$ cat config.mk
export PLATFORM = sky130hd
export DESIGN_NAME = ks_exciter
export DESIGN_NICKNAME = d
export VERILOG_FILES = /design/src/rtl/ks_pkg.sv /design/src/rtl/ks_lfsr.sv /design/src/rtl/ks_exciter.sv
export SDC_FILE = /design/constraint.sdc
export NUM_CORES = 1
export LEC_CHECK = 0
export BUFFER_PORTS_ARGS = -buffer_cell sky130_fd_sc_hd__clkbuf_2
export CORE_MARGIN = 3
export CORE_UTILIZATION = 50
export CTS_BUF_LIST = sky130_fd_sc_hd__clkbuf_8
export CTS_CLUSTER_SIZE = 20
export DETAILED_ROUTE_END_ITERATION = 12
export PLACE_DENSITY = 0.72
export SYNTH_ARGS = -nofsm -noshare
export SYNTH_HDL_FRONTEND = slang
export SYNTH_HIERARCHICAL = 1
export SYNTH_SLANG_ARGS = --single-unit
export TNS_END_PERCENT = 20
$ cat constraint.sdc
create_clock -name m_clk -period 2.36 [get_ports m_clk]
set_input_delay 0.236 -clock m_clk [delete_from_list [all_inputs] [get_ports m_clk]]
set_output_delay 0.236 -clock m_clk [all_outputs]
set_load 0.03 [all_outputs]
$ cat src/rtl/ks_pkg.sv
// Shared definitions for the Karplus-Strong voice.
// Holds the exciter state encoding, the noise LFSR polynomial and seed,
// the default sample width shared with the averaging filter, and the
// single-step LFSR update used by both the LFSR register and the top level.
package ks_pkg;

  typedef enum logic {IDLE, BURST} ks_state_e;

  localparam logic [31:0] LFSR_POLY         = 32'h8020_0003;
  localparam logic [31:0] LFSR_SEED_DEFAULT = 32'hACE1_2D5F;
  localparam int          BIT_WIDTH_DEFAULT = 16;

  // One step of the right-shifting Galois LFSR (x^32+x^22+x^2+x+1).
  function automatic logic [31:0] lfsr_next(input logic [31:0] s);
    return (s >> 1) ^ (s[0] ? LFSR_POLY : 32'h0);
  endfunction

endpackage

$ cat src/rtl/ks_lfsr.sv
// 32-bit Galois LFSR noise register.
// Ports:
//   m_clk  - system clock
//   reset  - asynchronous active-high, reloads LFSR_SEED
//   step   - advance one step on this edge
//   state  - current LFSR contents
module ks_lfsr
  import ks_pkg::*;
#(
  parameter logic [31:0] LFSR_SEED = LFSR_SEED_DEFAULT
) (
  input  logic        m_clk,
  input  logic        reset,
  input  logic        step,
  output logic [31:0] state
);

  always_ff @(posedge m_clk or posedge reset) begin
    if (reset) begin
      state <= LFSR_SEED;
    end else if (step) begin
      state <= lfsr_next(state);
    end
  end

endmodule

$ cat src/rtl/ks_exciter.sv
// Karplus-Strong excitation source: on an accepted pluck emits one burst of
// len = clamp(period, 2, MAX_PERIOD) attenuated pseudo-random samples on a
// valid/ready stream, one sample per accepted beat.
// Ports:
//   m_clk       - system clock
//   reset       - asynchronous active-high, clears all state
//   pluck       - trigger request, honoured only when idle
//   period      - burst length, captured on an accepted pluck
//   amplitude   - arithmetic right shift 0..3, captured on an accepted pluck
//   out_ready   - downstream accepts the presented sample
//   out_valid   - out_sample holds a valid sample
//   out_sample  - signed noise sample
//   busy        - burst in progress
//   done        - one-cycle pulse after the last sample is accepted
module ks_exciter
  import ks_pkg::*;
#(
  parameter int          BIT_WIDTH  = BIT_WIDTH_DEFAULT,
  parameter int          MAX_PERIOD = 2048,
  parameter int          LEN_W      = $clog2(MAX_PERIOD + 1),
  parameter logic [31:0] LFSR_SEED  = LFSR_SEED_DEFAULT
) (
  input  logic                        m_clk,
  input  logic                        reset,
  input  logic                        pluck,
  input  logic [LEN_W-1:0]            period,
  input  logic [1:0]                  amplitude,
  input  logic                        out_ready,
  output logic                        out_valid,
  output logic signed [BIT_WIDTH-1:0] out_sample,
  output logic                        busy,
  output logic                        done
);

  function automatic logic [LEN_W-1:0] clamp_len(input logic [LEN_W-1:0] p);
    if (p < LEN_W'(2))               return LEN_W'(2);
    else if (p > LEN_W'(MAX_PERIOD)) return LEN_W'(MAX_PERIOD);
    else                             return p;
  endfunction

  function automatic logic signed [BIT_WIDTH-1:0] attenuate(
    input logic [BIT_WIDTH-1:0] raw,
    input logic [1:0]           sh
  );
    logic signed [BIT_WIDTH-1:0] v;
    v = $signed(raw);
    return v >>> sh;
  endfunction

  ks_state_e                   state_p0, state_nx;
  logic [LEN_W-1:0]            len_p0, count_p0;
  logic [1:0]                  shift_p0;
  logic                        vld_p0, done_p0;
  logic signed [BIT_WIDTH-1:0] sample_p0;
  logic [31:0]                 lfsr_state;
  logic [BIT_WIDTH-1:0]        cur_top, nx_top;
  logic                        beat, last_beat, start;

  assign beat      = vld_p0 & out_ready;
  assign last_beat = beat & (count_p0 == len_p0 - LEN_W'(1));

  // The sample after an accepted beat comes from the LFSR value the beat
  // advances to, so it is computed here rather than waiting a cycle.
  assign cur_top = BIT_WIDTH'(lfsr_state >> (32 - BIT_WIDTH));
  assign nx_top  = BIT_WIDTH'(lfsr_next(lfsr_state) >> (32 - BIT_WIDTH));

  ks_lfsr #(.LFSR_SEED(LFSR_SEED)) u_lfsr (
    .m_clk (m_clk),
    .reset (reset),
    .step  (beat),
    .state (lfsr_state)
  );

  always_comb begin
    state_nx = state_p0;
    start    = 1'b0;
    case (state_p0)
      IDLE: begin
        if (pluck) begin
          state_nx = BURST;
          start    = 1'b1;
        end
      end
      BURST: begin
        if (last_beat) state_nx = IDLE;
      end
      default: state_nx = IDLE;
    endcase
  end

  // Stage p0: control, counter and registered output sample
  always_ff @(posedge m_clk or posedge reset) begin
    if (reset) begin
      state_p0  <= IDLE;
      len_p0    <= '0;
      count_p0  <= '0;
      shift_p0  <= '0;
      vld_p0    <= 1'b0;
      done_p0   <= 1'b0;
      sample_p0 <= '0;
    end else begin
      state_p0 <= state_nx;
      done_p0  <= last_beat;
      if (start) begin
        len_p0    <= clamp_len(period);
        shift_p0  <= amplitude;
        count_p0  <= '0;
        vld_p0    <= 1'b1;
        sample_p0 <= attenuate(cur_top, amplitude);
      end else if (beat) begin
        count_p0 <= count_p0 + LEN_W'(1);
        if (last_beat) begin
          vld_p0 <= 1'b0;
        end else begin
          sample_p0 <= attenuate(nx_top, shift_p0);
        end
      end
    end
  end

  assign out_valid  = vld_p0;
  assign out_sample = sample_p0;
  assign busy       = (state_p0 == BURST);
  assign done       = done_p0;

endmodule
==> results.cfg <==
[die]
core_sq_mm = 0.00842
num_rows = 33
ioPinCount = 37
die_h_um = 100
die_width_um = 100
dieArea_sq_mm = 0.0101
initial_utilization_pct = 52.9

[yosys]
synth_nets = 428
avgSynthCellArea_sq_um = 10.9
yosysMostFrequentCell = dfrtp_1
synthFlopType = dfrtp_1
synth_top_area_cell = dfrtp_1
async_flop_share_pct = 100
synth_top_area_share_pct = 33.1
synth_commonest_cells = dfrtp_1, mux2i_1, nand2_1
syn_inst = 408
synth_cell_types = 54
synth_warnings = 6
synth-seq-area-share_pct = 43.8
synth-edff-count = 0
synth.area.top_cells = dfrtp_1, dfstp_2, mux2i_1
postSynthRegisterBits = 77
netlist_area_sq_mm = 0.00446

[routing]
drt-initial-drc-count = 155
drtAntennaViolNets = 0
wl_per_cell_um = 17.1
wirelength_um = 9850
drtPass1Iterations = 4
via_per_inst = 5.78
drc = 0
vias = 3324

[sta]
rsz0062_at_grt = yes
skew_ps = 11.4
hold_violations = 0
clock.fmax_mhz = 389
tightest_slew_ps = 981
period_share_pct = 109
layout_min_cycle_time_ps = 2570
hold_ws_ps = 126
fin_ws_ps = -208
slew_headroom_pct = 34.6
setup_viol = 16
final_max_slew_viol_count = 0

[placement]
finalWeightedCongestion = 0.880
port_buffers = 36
dp_hpwl_um = 7020

[grt]
grt_pass1_vias = 3392
gr-total-overflow = 0
antenna_found_initial = 0
grtUsageTotal_pct = 20.4
grt_pass1_wl_um = 16400
grt_max_degree = 46

[worst_hold_path]
min_from = period[7]
hold_path_class = primary input to register
hold_depth = 2
hold_end = len_p0[7]

[worst_setup_path]
crit_type = register to register
crit_arrival_ps = 2790
crit-reg2reg-launch = len_p0[2]
setup.reg_to_reg.worst_slack_ps = -210
critPathMaxFanout = 4
r2r-end = out_sample[13]
start_kind = register
worstPathRequired_ps = 2580
reg2regPathDepth = 6
end_kind = register

[cts]
clkLatencyLatePin_ps = 340
cts_buffers = 9
clock-sinks = 77
cts_tree = built
cts_buffer_depth = 2
cts_root_buffer = clkbuf_8
htree_levels = 3
clkSlewWorstSetupHoldPaths_ps = 80

[layout]
diodes = 0
syn_to_final_growth_pct = 15.2
final_core_util_pct = 60.9
drive_gt1_share_pct = 33.4
layout.nets = 485

[flow_run]
max_cap_viol_count = 0

[power]
peakVddDrop_uv = 754
power_leakage_nw = 2.37
power.total_mw = 7.00
powerDensity_mw_per_mm2 = 1360

[outcome]
status = finished with violations
violations = negative setup slack
[metrics by stage]
stage               TNS [ps]  cells  cell area [sq um]  setup WS, ps
finish                 -2610    575               5130          -208
global route           -3570    575               5130          -274
CTS                    -2570    574               5110          -211
detailed placement     -2650    557               4860          -208
global placement       -1960    557               4860          -175
floorplan              -1570    408               4460          -178
[metal layers]
layer / wire, um / global-route usage (%) / vias to the layer above
li1: - / - / 1597
met4: 308 / 8.91 / 0
met5: 0 / 0 / -
met3: 529 / 4.73 / 23
met1: 4170 / 26.1 / 1608
met2: 4840 / 32.9 / 96
[what timing repair did]
item	4_1_cts	5_1_grt
pin swaps	2	3
setup buffers	0	1
hold buffers	1	0
gates resized for setup	5	5
endpoints found under the hold margin	14	0
endpoints found under the setup margin	16	19
[layout by cell type, fill, tap and decap left out, types with 3 or more instances in the layout]
master	instances
and3_1	3
nand2b_1	5
nor2_1	24
nand3b_1	3
xor2_1	14
nand3_1	9
or3_1	6
a21o_1	4
xnor2_1	11
nor2b_1	4
nand2_1	33
nor3_1	6
mux2_2	13
buf_4	33
mux2i_1	41
mux2_4	25
nand4_1	9
inv_1	8
dfstp_2	18
a21oi_1	20
o21ai_0	14
a211oi_1	4
or4_4	3
or4_1	3
a22o_1	7
clkbuf_2	36
clkbuf_8	11
dfrtp_1	59
[power by group]
part	internal, mW	switching [mW]	leakage, nW
registers	2.01	0.668	0.914
clock network	0.549	0.495	0.107
logic	1.68	1.61	1.35
[how the worst max path moves through the flow]
stage                     slack, ps             end  startpoint
after floorplan                -180  out_sample[13]   len_p0[0]
after global placement         -170  out_sample[14]   len_p0[1]
after detailed placement       -210  out_sample[13]   len_p0[1]
after CTS                      -210  out_sample[13]   len_p0[2]
after global routing           -270  out_sample[14]   len_p0[2]
final                          -210  out_sample[13]   len_p0[2]
[sequential cells by signal, indices dropped and copies added, names as in the netlist]
register / cells
u_lfsr/state: 32
out_sample: 16
count_p0: 12
len_p0: 12
shift_p0: 2
busy: 1
done: 1
out_valid: 1
[critical path: stages, from the launching register on]
cell	delay [ps]
dfrtp_1	430
or4_4	550
or4_4	510
a221oi_4	260
and3_4	240
a21o_1	140
mux2_1	320
[cells by family after synthesis]
family / Yosys count / synth area share, %
fa+ha+maj: 2 / 0.562
mux: 82 / 21.9
compound gates: 70 / 11.0
buf+inv: 34 / 4.38
flops: 77 / 43.8
simple gates: 118 / 13.5
xor+xnor: 25 / 4.91
[layout make-up]
| type | count | area (sq um) |
|---|---|---|
| clock inverters | 5 | 58.8 |
| fillers | 711 | 3290 |
| well taps | 105 | 131 |
| flip-flops and latches | 77 | 1950 |
| inverters | 9 | 33.8 |
| multi-input cells | 297 | 2360 |
| clock buffers | 11 | 151 |
| repair buffers | 71 | 449 |
(Power assumes the default switching activity.)
